===== config.mk =====
export PLATFORM = sky130hd
export DESIGN_NAME = ps2_keyboard_wb
export DESIGN_NICKNAME = d
export VERILOG_FILES = /design/src/rtl/ps2_keyboard_wb.sv
export SDC_FILE = /design/constraint.sdc
export NUM_CORES = 1
export LEC_CHECK = 0
export CELL_PAD_IN_SITES_DETAIL_PLACEMENT = 0
export CELL_PAD_IN_SITES_GLOBAL_PLACEMENT = 1
export CORE_MARGIN = 5
export CORE_UTILIZATION = 35
export CTS_BUF_LIST = sky130_fd_sc_hd__clkbuf_4 sky130_fd_sc_hd__clkbuf_8 sky130_fd_sc_hd__clkbuf_16
export DETAILED_ROUTE_END_ITERATION = 10
export MAX_ROUTING_LAYER = met4
export PLACE_DENSITY_LB_ADDON = 0.1
export SKIP_LAST_GASP = 1
export SYNTH_ARGS = -nofsm -noshare
export SYNTH_HDL_FRONTEND = slang
export SYNTH_SLANG_ARGS = --single-unit

===== constraint.sdc =====
create_clock -name clk -period 8.5 [get_ports clk]
set_input_delay 1.7 -clock clk [delete_from_list [all_inputs] [get_ports clk]]
set_output_delay 1.7 -clock clk [all_outputs]
set_load 0.01 [all_outputs]

===== src/rtl/ps2_keyboard_wb.sv =====
`default_nettype none
// ============================================================================
// Module   : ps2_keyboard_wb
// Purpose  : Wishbone slave that receives PS/2 keyboard frames and queues the
//            scan-code bytes for the CPU.
// Revision : 1.0  initial release
// ============================================================================
module ps2_keyboard_wb #(
    parameter int DEPTH   = 16,
    parameter int TIMEOUT = 50000
) (
    input  logic        clk,
    input  logic        reset,
    input  logic        STB,
    input  logic        WE,
    input  logic [31:0] DAT_I,
    output logic [31:0] DAT_O,
    output logic        ACK,
    input  logic        ps2_clk,
    input  logic        ps2_data
);
    localparam int c_aw = $clog2(DEPTH);
    localparam int c_tw = $clog2(TIMEOUT + 1);
    localparam logic [c_tw-1:0] c_tmax = c_tw'(TIMEOUT);
    localparam logic [c_aw:0]   c_full = (c_aw + 1)'(DEPTH);

    typedef enum logic [1:0] {ST_IDLE, ST_DATA, ST_PARITY, ST_STOP} state_t;

    logic [1:0]      r_clk_sync, r_dat_sync;
    logic [3:0]      r_filt;
    logic            r_clk_f, r_fall;
    state_t          r_state, w_state_nxt;
    logic [2:0]      r_bitcnt;
    logic [7:0]      r_shift;
    logic            r_par;
    logic [c_tw-1:0] r_tcnt;
    logic            w_timeout, w_push, w_ferr_set;
    logic [7:0]      r_mem [DEPTH];
    logic [c_aw-1:0] r_wr, r_rd;
    logic [c_aw:0]   r_count;
    logic            r_ovf, r_ferr;
    logic            w_xfer, w_valid, w_full, w_pop, w_wr_en;
    logic [7:0]      w_head;
    logic [31:0]     w_status;
    logic            w_unused;

    assign w_unused = ^{DAT_I[31:11], DAT_I[8:0]};

    // Filtered clock only moves once four synced samples agree; the fall
    // pulse is registered alongside it.
    always_ff @(posedge clk or negedge reset) begin
        if (!reset) begin
            r_clk_sync <= 2'b11;
            r_dat_sync <= 2'b11;
            r_filt     <= 4'hF;
            r_clk_f    <= 1'b1;
            r_fall     <= 1'b0;
        end else begin
            r_clk_sync <= {r_clk_sync[0], ps2_clk};
            r_dat_sync <= {r_dat_sync[0], ps2_data};
            r_filt     <= {r_filt[2:0], r_clk_sync[1]};
            r_fall     <= 1'b0;
            if (r_filt == 4'hF) begin
                r_clk_f <= 1'b1;
            end else if (r_filt == 4'h0) begin
                r_clk_f <= 1'b0;
                r_fall  <= r_clk_f;
            end
        end
    end

    always_ff @(posedge clk or negedge reset) begin
        if (!reset) r_state <= ST_IDLE;
        else        r_state <= w_state_nxt;
    end

    always_comb begin
        w_state_nxt = r_state;
        w_push      = 1'b0;
        w_ferr_set  = 1'b0;
        w_timeout   = (r_state != ST_IDLE) && !r_fall && (r_tcnt == c_tmax);
        if (w_timeout) begin
            w_state_nxt = ST_IDLE;
            w_ferr_set  = 1'b1;
        end else if (r_fall) begin
            case (r_state)
                ST_IDLE:   if (!r_dat_sync[1]) w_state_nxt = ST_DATA;
                ST_DATA:   if (r_bitcnt == 3'd7) w_state_nxt = ST_PARITY;
                ST_PARITY: w_state_nxt = ST_STOP;
                ST_STOP: begin
                    w_state_nxt = ST_IDLE;
                    if (r_dat_sync[1] && (^{r_shift, r_par})) w_push = 1'b1;
                    else                                       w_ferr_set = 1'b1;
                end
                default:   w_state_nxt = ST_IDLE;
            endcase
        end
    end

    always_ff @(posedge clk or negedge reset) begin
        if (!reset) begin
            r_bitcnt <= '0;
            r_shift  <= '0;
            r_par    <= 1'b0;
            r_tcnt   <= '0;
        end else begin
            if (r_fall || r_state == ST_IDLE) r_tcnt <= '0;
            else if (r_tcnt != c_tmax)        r_tcnt <= r_tcnt + 1'b1;
            if (r_fall) begin
                case (r_state)
                    ST_IDLE:   r_bitcnt <= '0;
                    ST_DATA: begin
                        r_shift  <= {r_dat_sync[1], r_shift[7:1]};
                        r_bitcnt <= r_bitcnt + 1'b1;
                    end
                    ST_PARITY: r_par <= r_dat_sync[1];
                    default:   ;
                endcase
            end
        end
    end

    assign w_xfer   = STB & ~ACK;
    assign w_valid  = (r_count != '0);
    assign w_full   = (r_count == c_full);
    assign w_pop    = w_xfer & ~WE & w_valid;
    // A full FIFO still accepts a push when the head leaves in the same cycle.
    assign w_wr_en  = w_push & (~w_full | w_pop);
    assign w_head   = w_valid ? r_mem[r_rd] : 8'h00;
    assign w_status = {8'h00, 8'(r_count), 5'b00000, r_ferr, r_ovf, w_valid, w_head};

    always_ff @(posedge clk) begin
        if (w_wr_en) r_mem[r_wr] <= r_shift;
    end

    always_ff @(posedge clk or negedge reset) begin
        if (!reset) begin
            ACK     <= 1'b0;
            DAT_O   <= '0;
            r_wr    <= '0;
            r_rd    <= '0;
            r_count <= '0;
            r_ovf   <= 1'b0;
            r_ferr  <= 1'b0;
        end else begin
            ACK <= w_xfer;
            if (w_xfer) DAT_O <= WE ? {w_status[31:8], 8'h00} : w_status;
            if (w_wr_en) r_wr <= r_wr + 1'b1;
            if (w_pop)   r_rd <= r_rd + 1'b1;
            if (w_wr_en && !w_pop)      r_count <= r_count + 1'b1;
            else if (w_pop && !w_wr_en) r_count <= r_count - 1'b1;
            r_ovf  <= (w_push & w_full & ~w_pop) | (r_ovf & ~(w_xfer & WE & DAT_I[9]));
            r_ferr <= w_ferr_set | (r_ferr & ~(w_xfer & WE & DAT_I[10]));
        end
    end
endmodule
`default_nettype wire


==> qor.csv <==
metric,value,unit
TritonCTS clock tree,yes,
status,completed,
ys async rst share,36.0,%
Via density,4.76,
power consumption,0.00229,W
RSZ-0062 raised after global routing,no,
Tmin final,4430,ps
Lkg Pwr,3.48,nW
Crit-path slowest cell,and4_1,
Max-cap violations,0,
Detail Placement HPWL,10.2,mm
clk root buf,clkbuf_16,
vias in the first global route,4502,
HP Start,r_dat_sync[0],
worst endpoint data arrival time,4720,ps
pwr/cell area,244,nW/um2
Yosys warnings,0,
Die H,165,um
DR vias,4190,
cts hold-fix bufs,0,
Post-Syn Area per Cell,16.0,um2
family with the most delay on the worst path,simple AND/OR/NAND/NOR gates,
most common cell in the netlist,edfxtp_1,
clk slew on worst S/H paths,70,ps
CTS Buffer Depth,2,
Port Buf Inserts,24,
crit end category,flip-flop,
worst setup path class,primary input to flip-flop,
clk sink count,200,
Hold Path Class,flip-flop to flip-flop,
Initial Util,35.7,%
clock skew,8.71,ps
Layout Utilization,39.9,%
Final Cycle Share,52.1,%
WL/cell,18.2,um
initial antenna violation count,0,
largest net degree at the start of global routing,73,
DRT iter0 DRCs,316,
Min-Delay Path Depth,0,
Final Hold Vio Count,0,
Fin Setup TNS,0,ps
Crit Path Max Fanout,15,
first-pass detailed-route iteration total,4,
CTS Buf Count,17,
WP depth,12,
Synth area leaders,"edfxtp_1 46%, dfrtp_1 19%, mux4_2 8.6%, dfstp_2 2.8%, ha_1 2.5%",
final setup violating endpoints,0,
worst-margin pin slew,974,ps
Worst Hold Path EP,r_dat_sync[1],
grt ovf,0,
number of post-CTS setup repair buffers,0,
Synth-to-Final Area Change,11.7,%
Yosys top cell area share,45.7,%
FP Rows,56,
ant diodes,0,
Routed WL,16.0,mm
Max-slew headroom,35.1,%
first-pass GRT wire length,26.1,mm
buffers and inverters on the worst path,2,
Synth area leader,edfxtp_1,
max-slew violations,0,
reg2reg path depth,12,
CP max stage delay,540,ps
post_cts resized,0,
H-tree lvl count,4,
die width,165,um
r2r startpoint,r_shift[1],
GRT Util Overall,13.0,%
Max Clk Rate,0.226,GHz
core area,23500,um2
Antenna Nets Post-Route,0,
reg-to-reg setup timing slack,4620,ps
Mapped Area,8410,um2
Synth Instances,526,
"Req. time, crit path",8800,ps
share of layout cells above drive strength 1,17.5,%
# DRC,0,
"Top FF cell, synth",edfxtp_1,
synth unique cells,55,
clock latency on the worst-skew pair,420,ps
Die Footprint,27200,um2
Critical R2R Capture,r_count[4],
sequential-to-total area share from yosys stat,67.3,%
startpoint types,primary input,
Seq cells post-synth,200,
Ports,71,
"top cells by count, synth","128 x edfxtp_1, 63 x dfrtp_1, 48 x nand2_1",
RePlAce Congestion,0.702,
chain of cells forming the critical path,"clkdlybuf4s50_1, or3b_4, nand3_1, and4_1, ha_1, inv_1, fa_1, a21o_1, a21oi_1, xnor2_1, nor2_1, xor2_1",
Max IR drop VDD,0.000191,V
Post-synth EDFFs,128,
CP startpoint,WE,
nets,604,
[power breakdown]
group,internal (W),leakage (nW),total (W),switching (W)
registers,0.00108,2.13,0.00116,0.0000809
logic,0.000191,1.08,0.000378,0.000187
clock network,0.000395,0.270,0.000755,0.000360
[layer usage]
| metal | up-vias | track usage, % | wire length (um) |
|---|---|---|---|
| met3 | 9 | 2.20 | 558 |
| li1 | 1977 | - | - |
| met2 | 72 | 20.8 | 8020 |
| met1 | 2132 | 17.4 | 7370 |
| met4 | 0 | 3.63 | 94 |
| met5 | - | - | 0 |
[worst register-to-register path, cell delays in order (launching register included)]
cell     delay (ps)
dfrtp_1         770
xnor2_1         200
xnor3_2         520
xnor2_2         210
and4_1          560
ha_1            270
inv_1           100
fa_1            410
a21o_1          170
a21oi_1         180
xnor2_1         140
nor2_1           70
xor2_1          140
[logic make-up (layout without fill, tap and decap cells)]
kind of cell | count (synthesis) | in the layout | share of synthesized area [%]
XOR/XNOR | 32 | 32 | 4.00
multiplexers | 46 | 46 | 10.5
AO/OA/AOI/OAI | 43 | 43 | 3.56
flip-flops | 200 | 200 | 67.3
other | 1 | 16 | 0.0446
adder cells (fa/ha/maj) | 18 | 18 | 2.77
buffers and inverters | 48 | 68 | 3.63
AND/OR/NAND/NOR | 138 | 138 | 8.26
[state kept, by name, indices dropped and copies added, names as in the netlist]
name        flops
ACK             1
r_ferr          1
r_fall          1
r_par           1
r_dat_sync      2
r_clk_sync      2
r_count         5
r_state         2
r_rd            4
r_filt          4
r_wr            4
r_shift         8
DAT_O          16
r_tcnt         16
r_clk_f         1
r_mem         128
r_bitcnt        3
r_ovf           1
[layout make-up]
cell class / instances / area (um2)
Clock buffer: 21 / 455
Tap cell: 319 / 399
Sequential cell: 200 / 5660
Inverter: 11 / 41.3
Clock inverter: 11 / 87.6
Timing Repair Buffer: 25 / 245
Fill cell: 2209 / 14200
Multi-Input combinational cell: 293 / 2500
[metrics by stage]
| step | setup WS (ps) | area (um2) | instances | hold WS, ps |
|---|---|---|---|---|
| after floorplan | 4500 | 8460 | 541 | 345 |
| after global placement | 3650 | 8850 | 848 | 347 |
| after detailed placement | 3640 | 8850 | 848 | 347 |
| after CTS | 4070 | 9390 | 880 | 358 |
| after global routing | 3850 | 9390 | 880 | 364 |
| final | 4070 | 9390 | 880 | 357 |
[how the worst max path moves through the flow]
stage / end / slack [ps]
after floorplan: r_count[4] / 4500
after global placement: r_count[4] / 3650
after detailed placement: r_count[4] / 3640
after CTS: r_count[4] / 4070
after global routing: r_count[4] / 3850
final: r_count[4] / 4070
[layout by cell type (no fill, tap or decap), types with 13 or more instances in the layout]
master           netlist  layout
edfxtp_1             128     128
dfrtp_1               63      61
nand2_1               48      48
mux4_2                32      32
nor2_1                26      26
clkdlybuf4s50_1        0      23
ha_1                  17      17
clkbuf_16              0      17
conb_1                 1      16
xnor2_1               15      15
nand3_1               13      13
No activity file was read; power rests on OpenSTA's default activity.
